===== config.mk =====
export PLATFORM = sky130hd
export DESIGN_NAME = mmio_serial_hub
export DESIGN_NICKNAME = d
export VERILOG_FILES = /design/src/rtl/mmio_serial_hub.sv
export SDC_FILE = /design/constraint.sdc
export NUM_CORES = 1
export LEC_CHECK = 0
export ABC_CLOCK_PERIOD_IN_PS = 8300
export CAP_MARGIN = 5
export CELL_PAD_IN_SITES_DETAIL_PLACEMENT = 1
export CELL_PAD_IN_SITES_GLOBAL_PLACEMENT = 2
export CORE_UTILIZATION = 25
export DETAILED_ROUTE_END_ITERATION = 8
export GPL_TIMING_DRIVEN = 0
export PLACE_DENSITY = 0.64
export SLEW_MARGIN = 20
export SYNTH_ARGS = -nofsm -noshare
export SYNTH_HDL_FRONTEND = slang
export SYNTH_SLANG_ARGS = --single-unit

===== constraint.sdc =====
create_clock -name clk -period 8.3 [get_ports clk]
set_clock_uncertainty 0.15 [all_clocks]
set_input_delay 0.83 -clock clk [delete_from_list [all_inputs] [get_ports clk]]
set_output_delay 0.83 -clock clk [all_outputs]
set_load 0.01 [all_outputs]

===== src/rtl/mmio_serial_hub.sv =====
// rtl/mmio_serial_hub.sv - memory-mapped decode for NUM_CH serial channels with RX FIFOs and TX holding registers
module mmio_serial_hub #(
    parameter int          NUM_CH   = 2,
    parameter logic [15:0] IO_BASE  = 16'hBF00,
    parameter int          RX_DEPTH = 8
) (
    input  logic                  clk,
    input  logic                  rst,
    input  logic [1:0]            mem_rw,
    input  logic [15:0]           addr,
    input  logic [15:0]           wdata,
    output logic [15:0]           rdata,
    output logic [15:0]           ram_addr,
    output logic                  ram_sel,
    input  logic [15:0]           ram_rdata,
    input  logic [NUM_CH-1:0]     rx_valid,
    input  logic [8*NUM_CH-1:0]   rx_data,
    output logic [NUM_CH-1:0]     tx_valid,
    output logic [8*NUM_CH-1:0]   tx_data,
    input  logic [NUM_CH-1:0]     tx_ready,
    output logic [NUM_CH-1:0]     irq
);
    localparam int          PW       = $clog2(RX_DEPTH);
    localparam int          CHW      = (NUM_CH > 1) ? $clog2(NUM_CH) : 1;
    localparam logic [15:0] WIN_SIZE = 16'(2 * NUM_CH);
    localparam logic [PW:0] FULL_CNT = (PW + 1)'(RX_DEPTH);
    localparam logic [PW:0] CNT_ONE  = (PW + 1)'(1);
    localparam logic [PW-1:0] PTR_ONE = PW'(1);

    logic [15:0]             offset;
    logic                    in_win;
    logic                    is_status;
    logic [NUM_CH-1:0]       sel_oh;
    logic [1:0]              prev_rw;
    logic [15:0]             prev_addr;
    logic                    rd_first;
    logic                    wr_first;
    logic [NUM_CH-1:0][7:0]  head_v;
    logic [NUM_CH-1:0][7:0]  tx_data_v;
    logic [NUM_CH-1:0]       rx_avail_v;
    logic [NUM_CH-1:0]       rx_ovf_v;
    logic [NUM_CH-1:0]       tx_ovf_v;
    logic [NUM_CH-1:0]       tx_valid_v;
    logic [NUM_CH-1:0]       irq_v;
    logic [15:0]             io_word;
    logic                    unused_wdata;

    assign offset       = addr - IO_BASE;
    assign in_win       = (addr >= IO_BASE) && (offset < WIN_SIZE);
    assign is_status    = offset[0];
    assign ram_addr     = addr;
    assign ram_sel      = !in_win;
    assign rdata        = in_win ? io_word : ram_rdata;
    assign tx_valid     = tx_valid_v;
    assign tx_data      = tx_data_v;
    assign irq          = irq_v;
    assign unused_wdata = ^wdata[15:8];

    // A read or write is acted on only in the first cycle it is presented.
    assign rd_first = (mem_rw == 2'b01) && !((prev_rw == 2'b01) && (prev_addr == addr));
    assign wr_first = (mem_rw == 2'b10) && !((prev_rw == 2'b10) && (prev_addr == addr));

    // Remember last cycle's access so held accesses are not repeated.
    always_ff @(posedge clk or negedge rst) begin
        if (!rst) begin
            prev_rw   <= 2'b00;
            prev_addr <= 16'h0000;
        end else begin
            prev_rw   <= mem_rw;
            prev_addr <= addr;
        end
    end

    // One-hot channel select for in-window addresses.
    always_comb begin
        sel_oh = '0;
        for (int c = 0; c < NUM_CH; c++) begin
            sel_oh[c] = in_win && (offset[CHW:1] == CHW'(c));
        end
    end

    // Register read mux: DATA returns FIFO head, STATUS returns flag nibble.
    always_comb begin
        io_word = 16'h0000;
        for (int c = 0; c < NUM_CH; c++) begin
            if (sel_oh[c]) begin
                io_word = is_status ? {12'h000, tx_ovf_v[c], rx_ovf_v[c], rx_avail_v[c], !tx_valid_v[c]}
                                    : {8'h00, head_v[c]};
            end
        end
    end

    for (genvar c = 0; c < NUM_CH; c++) begin : g_ch
        logic [7:0]    fifo_mem [RX_DEPTH];
        logic [PW-1:0] wr_ptr;
        logic [PW-1:0] rd_ptr;
        logic [PW:0]   count;
        logic          full;
        logic          pop;
        logic          push;
        logic          rx_ovf_set;
        logic          rx_ovf_clr;
        logic          data_wr;
        logic          hshake;
        logic          accept;
        logic          tx_ovf_set;
        logic          tx_ovf_clr;
        logic          rx_ovf_r;
        logic          tx_ovf_r;
        logic          tx_valid_r;
        logic [7:0]    tx_data_r;
        logic          irq_r;

        assign full       = (count == FULL_CNT);
        assign pop        = rd_first && sel_oh[c] && !is_status && (count != '0);
        assign push       = rx_valid[c] && (!full || pop);
        assign rx_ovf_set = rx_valid[c] && full && !pop;
        assign rx_ovf_clr = wr_first && sel_oh[c] && is_status && wdata[2];
        assign data_wr    = wr_first && sel_oh[c] && !is_status;
        assign hshake     = tx_valid_r && tx_ready[c];
        assign accept     = data_wr && (!tx_valid_r || hshake);
        assign tx_ovf_set = data_wr && !accept;
        assign tx_ovf_clr = wr_first && sel_oh[c] && is_status && wdata[3];

        assign head_v[c]     = (count != '0) ? fifo_mem[rd_ptr] : 8'h00;
        assign rx_avail_v[c] = (count != '0);
        assign rx_ovf_v[c]   = rx_ovf_r;
        assign tx_ovf_v[c]   = tx_ovf_r;
        assign tx_valid_v[c] = tx_valid_r;
        assign tx_data_v[c]  = tx_data_r;
        assign irq_v[c]      = irq_r;

        // FIFO storage carries no reset; emptiness is tracked by count.
        always_ff @(posedge clk) begin
            if (push) begin
                fifo_mem[wr_ptr] <= rx_data[8*c +: 8];
            end
        end

        // Channel state: FIFO pointers, sticky errors, TX holding register, irq.
        always_ff @(posedge clk or negedge rst) begin
            if (!rst) begin
                wr_ptr     <= '0;
                rd_ptr     <= '0;
                count      <= '0;
                rx_ovf_r   <= 1'b0;
                tx_ovf_r   <= 1'b0;
                tx_valid_r <= 1'b0;
                tx_data_r  <= 8'h00;
                irq_r      <= 1'b0;
            end else begin
                if (push) begin
                    wr_ptr <= wr_ptr + PTR_ONE;
                end
                if (pop) begin
                    rd_ptr <= rd_ptr + PTR_ONE;
                end
                case ({push, pop})
                    2'b10:   count <= count + CNT_ONE;
                    2'b01:   count <= count - CNT_ONE;
                    default: count <= count;
                endcase
                if (rx_ovf_set) begin
                    rx_ovf_r <= 1'b1;
                end else if (rx_ovf_clr) begin
                    rx_ovf_r <= 1'b0;
                end
                if (tx_ovf_set) begin
                    tx_ovf_r <= 1'b1;
                end else if (tx_ovf_clr) begin
                    tx_ovf_r <= 1'b0;
                end
                if (accept) begin
                    tx_data_r  <= wdata[7:0];
                    tx_valid_r <= 1'b1;
                end else if (hshake) begin
                    tx_valid_r <= 1'b0;
                end
                irq_r <= (count != '0) || rx_ovf_r || tx_ovf_r;
            end
        end
    end
endmodule


Yosys cells after proc, flatten, opt, wreduce, memory -nomap -nowiden
Memories as Yosys holds them, arrays and structs flattened.
Cells that the tools add are included.

word-level totals
  memories = 2
  bits in writable memories = 128
  input bits = 72
  register bits = 62

memory list
  name              words  bits a word  read ports  clocked after memory_dff  wr ports  line  source
  g_ch[0].fifo_mem  8      8            1           0                         1         94    logic [7:0] fifo_mem [RX_DEPTH];
  g_ch[1].fifo_mem  8      8            1           0                         1         94

operators by class
  bitwise logic cells = 1
  muxes and demuxes = 25
  reductions and logical operators = 65
  magnitude comparators = 2
  equality and inequality tests = 11
  $add $sub $neg = 9

operators by type and width
  cell                      count
  $mux W8                   5
  $logic_and A1 B1 Y1       35
  $mux W16                  2
  $eq A16 B16 Y1            1
  $ge A16 B16 Y1 const B    1
  $lt A16 B3 Y1 const B     1
  $mux W1                   16
  $pmux W4 S2               2
  $reduce_bool A2 Y1        8
  $sub A16 B16 Y16 const B  1
  $add A3 B1 Y3 const B     4
  $logic_not A1 Y1          12
  $add A4 B1 Y4 const B     2
  $eq A2 B1 Y1 const B      4
  $eq A2 B2 Y1 const B      4
  $eq A4 B4 Y1 const B      2
  $logic_or A1 B1 Y1        8
  $reduce_bool A4 Y1        2
  $sub A4 B1 Y4 const B     2
  $not A1 Y1                1

Logic depth before layout (Yosys ltp)
  depth after elaboration = 11
  depth in mapped cells = 12

Worst setup path before layout
No wires, ideal clock.

  path type = input to register
  start = input port addr[1]
  end = register g_ch[0].count[2]
  slack = 4.388 ns
  stages = 12
  arrival = 3.640 ns
  cells stage by stage = buf_2 -> xnor2_1 -> nand4_1 -> nor4_4 -> a2111oi_4 -> and2_1 -> xor2_1 -> ha_1 -> or4_1 -> a2111oi_0 -> o2bb2ai_1 -> a21oi_1

between the ends
  word-level cells in the longest chain between the ends = 11
  elaborated cells on any way between the ends = 19
  classes of those cells = 1 x add/sub; 2 x order compare; 3 x eq/ne; 1 x mux; 1 x bitwise; 11 x reduce/logical

ends and longest elaborated chain
  element                                                  line    source
  start: declaration                                       10      input logic [15:0] addr,
  $sub A16 B16 Y16 or $eq A16 B16 Y1 (tied branches)       48, 60
  $lt A16 B3 Y1 or $logic_and A1 B1 Y1 (tied branches)     49, 60
  $logic_and A1 B1 Y1 or $logic_not A1 Y1 (tied branches)  49, 60
  $logic_and A1 B1 Y1, on equally long branches            78, 60
  $logic_and A1 B1 Y1 (*) (3 in a row)                     115     assign pop = rd_first && sel_oh[c] && !is_status && (count != '0);
  $logic_or A1 B1 Y1                                       116     assign push = rx_valid[c] && (!full || pop);
  $logic_and A1 B1 Y1                                      116
  $eq A2 B1 Y1 or $eq A2 B2 Y1 (tied branches)             158     case ({push, pop})
  $pmux W4 S2 or $reduce_bool A2 Y1 (tied branches)        n/a
  end signal: assignment                                   159     2'b10: count <= count + CNT_ONE;
  end signal: assignment                                   160     2'b01: count <= count - CNT_ONE;
  end signal: assignment                                   161     default: count <= count;
  end: declaration                                         97      logic [PW:0] count;

Mark *: on every way between the ends. The rest lies on a longest branch, timed or not.
A chain may end at the register's enable or synchronous reset.

Worst setup path after layout
  start = input port addr[3]
  end = output port rdata[0]

between the ends
  word-level cells in the longest chain between the ends = 7
  elaborated cells on any way between the ends = 9
  classes of those cells = 1 x add/sub; 2 x order compare; 3 x mux; 3 x reduce/logical

ends and longest elaborated chain
  element                  line  source
  $sub A16 B16 Y16         48    assign offset = addr - IO_BASE;
  $lt A16 B3 Y1            49    assign in_win = (addr >= IO_BASE) && (offset < WIN_SIZE);
  $logic_and A1 B1 Y1 (*)  49
  $logic_and A1 B1 Y1      78    sel_oh[c] = in_win && (offset[CHW:1] == CHW'(c));
  $mux W8                  86    if (sel_oh[c]) begin
  $mux W16                 86
  $mux W16 (*)             53    assign rdata = in_win ? io_word : ram_rdata;
  end: declaration         12    output logic [15:0] rdata,

Marks and branches as above.

==> impl_results.md <==
- Critical path arrival: 3.90 ns
- Antenna violations before repair: 0
- Cts bufs inserted: 17
- Core Region: 31880 um2
- GRT Resource Usage Total: 13.02%
- # placed instances: 1062
- Achievable clock frequency: 204.8 MHz
- Depth of the worst register-to-register path: 11
- Predominant post-synthesis flop cell: edfxtp_1
- RSZ-0062 raised after global routing: false
- DR vias: 4878
- Post-Syn Area per Cell: 16.31 um2
- Post-route worst setup slack: 3.418 ns
- Outcome: complete, no violations
- Cell with the biggest individual delay on the critical path: clkdlybuf4s50_1
- Count of placed standard cells in the final layout, fillers left out: 1094
- Asr flop ratio synth: 32.63%
- Pin count of the biggest net entering global routing: 55
- Num Clock Sinks: 190
- Number of synthesis warnings: 0
- Buffer cell driving the clock tree root: clkbuf_16
- Final wirelength: 20970 um
- Cts hold-fix bufs: 0
- Initial Util: 25.73%
- Critical path class: primary input to output pin
- Count of distinct cell types in the synthesized netlist: 58
- Vias in the first global route: 5280
- Total congestion overflow: 0
- Post-synthesis sequential area ratio: 65.76%
- TritonCTS clock tree: yes
- Number of flip-flops and latches in the synthesized netlist: 190
- Boundary pin count: 125
- Max H-tree Level: 4
- Worst path bufs/invs: 4
- Worst hold path class: primary input to asynchronous set/reset pin
- Share of final-layout standard cells stronger than drive strength 1: 21.70%
- Maximum fanout along the worst path: 10
- Number of standard cells after synthesis: 503
- Global-route wire length before repair: 31890 um
- Total negative slack: 0 ns
- Die extent in y: 183.2 um
- TritonRoute pass-1 iters: 4
- Power density over cell area: 228.0 nW/um2
- Weighted congestion at the end of routability-driven global placement: 0.7596
- Worst-Skew Late Latency: 0.45 ns
- Drt wl/cell: 19.16 um
- Final-report setup violation count: 0
- Yosys top cell by area: edfxtp_1
- Synth-to-layout area growth: 29.60%
- Synth top cells by count: edfxtp_1 (128), dfrtp_1 (62), mux4_2 (32)
- Violation count after the first detailed-route iteration: 215
- Final worst path period share: 58.82%
- Cell chain of the critical path: clkdlybuf4s50_1 -> and4bb_2 -> nand4_1 -> clkbuf_1 -> clkbuf_1 -> nand2_1 -> o31ai_1 -> clkdlybuf4s50_1
- Buffers on Ports: 115
- Number of cells upsized or downsized after cts: 0
- Post-synth EDFFs: 128
- Horizontal die dimension: 183.2 um
- Element type at the critical path end: output pin
- Detailed placement HPWL: 14820 um
- Worst reg2reg path startpoint: g_ch[0].count[1]
- Maximum clock path buffer count: 2
- Worst r2r dst: g_ch[0].count[2]
- Count of pins over their slew limit: 0
- Worst vdd ir: 0.1481 mV
- Required time of the critical path: 7.32 ns
- CP top delay family: buffers and inverters
- Maximum capacitance violations: 0
- Total die area: 33550 um2
- Slew headroom: 31.98%
- Clock period minus final worst setup slack: 4.882 ns
- Reg-to-reg setup timing slack: 4.09 ns
- Net count of the finished layout: 724
- Static leakage power: 3.711 nW
- DRC Markers: 0
- Critical Path Max Stage Delay: 0.62 ns
- Cell types with the largest area share after synthesis: edfxtp_1 (47%), dfrtp_1 (19%), mux4_2 (8.8%)
- Area share of the largest cell type after synthesis: 46.85%
- Number of fillers in the final layout: 3353
- Number of nets with antenna violations after detailed routing: 0
- Post-synthesis cell area: 8204 um2
- Measured slew at the worst slew-check pin: 1.017 ns
- N_diodes: 0
- Kind of start point of the critical path: primary input
- Most repeated cell in the gate-level netlist after synthesis: edfxtp_1
- Via-per-instance ratio: 4.459
- Post-CTS Setup Bufs: 0
- Number of nets in the synthesized netlist: 581
- Placement Setup Slack: 3.010 ns
- Clk pin slew, worst setup/hold paths: 0.07 ns
- Cell row count: 65
- Final hold viol count: 0
==> state kept, by name, summed over array words and instances (netlist names), 6 cells and up <==
name            flops
g_ch.count          8
g_ch.fifo_mem     128
g_ch.rd_ptr         6
g_ch.tx_data_r     16
g_ch.wr_ptr         6
prev_addr          16
==> cells in the final DEF, fill, tap and decap left out, drive strengths merged, types with 4 or more instances in the layout <==
cell type        n
o31ai            7
a211oi           4
a31oi            5
clkinv           6
mux4            32
buf             41
nor4             4
mux2            23
mux2i           14
clkdlybuf4s50  114
or4              4
nand4            6
edfxtp         128
nand2           18
inv             15
o211ai           5
nand3            4
o21ai            8
nor2b            4
a21oi            8
o22a             4
nor3             9
nor2            13
dfrtp           62
xnor2           25
ha               6
clkbuf          29
and2            10
nor3b            6
or3              8
==> final cells by class <==
class,instances,area (um2),area share [%]
tap,435,544.3,5.119
clock buffer,17,425.4,4.001
multi-input combinational,261,2579,24.25
timing repair buffer,124,1236,11.63
clock inverter,15,170.2,1.600
inverter,9,33.78,0.3177
sequential,190,5395,50.74
buffer,43,249.0,2.342
==> report_power, final <==
part / total, mW / switching (mW) / internal, mW
clock network: 0.824 / 0.394 / 0.430
logic: 0.372 / 0.203 / 0.169
registers: 1.23 / 0.0768 / 1.15
total: 2.42 / 0.674 / 1.75
==> metrics by stage <==
stage / hold slack, ns / area (um2) / util (%) / total power [mW]
2_1_floorplan: 0.3087 / 8204 / - / 1.429
3_3_place_gp: 0.3405 / 9899 / 31.05 / 1.574
3_5_place_dp: 0.3466 / 10030 / 31.48 / 1.627
4_1_cts: 0.04280 / 10630 / 33.34 / 2.462
5_1_grt: 0.04403 / 10630 / 33.35 / 2.537
6_report: 0.06142 / 10630 / 33.35 / 2.424
==> per-layer routing <==
metal / global-route usage, % / vias up / routed length, um
met5: 0 / - / 0
met4: 3.867 / 0 / 260
met3: 3.137 / 15 / 827
met2: 21.63 / 130 / 10250
met1: 16.79 / 2507 / 9632
li1: - / 2226 / -
==> how the worst max path moves through the flow <==
stage / to / cells after the start / slack (ns) / from
floorplan: g_ch[0].count[2] / 12 / 4.39 / addr[1]
global placement: g_ch[0].count[2] / 12 / 3.12 / addr[2]
detailed placement: g_ch[0].count[2] / 12 / 3.01 / addr[3]
CTS: rdata[0] / 8 / 3.31 / addr[3]
global route: g_ch[0].count[2] / 12 / 3.17 / addr[5]
finish: rdata[0] / 8 / 3.42 / addr[3]
==> worst reg2reg max path: stages (launching register included) <==
cell       delay, ns
dfrtp_1         0.46
nor4_1          0.83
or3_1           0.21
buf_2           0.21
a2111oi_4       0.12
and2_1          0.27
xor2_1          0.15
ha_1            0.23
or4_1           0.50
a2111oi_0       0.74
o2bb2ai_1       0.19
a21oi_1         0.05
==> cells by family (layout without fill, tap and decap cells) <==
group	count (synthesis)	after routing	share of synthesized area, %
flops	190	190	65.76
simple gates	93	93	6.619
mux	69	69	14.02
compound gates	65	65	6.253
buf+inv	52	208	3.447
xor+xnor	28	28	2.989
fa+ha+maj	6	6	0.9150
Power figures use the tool's default switching activity.
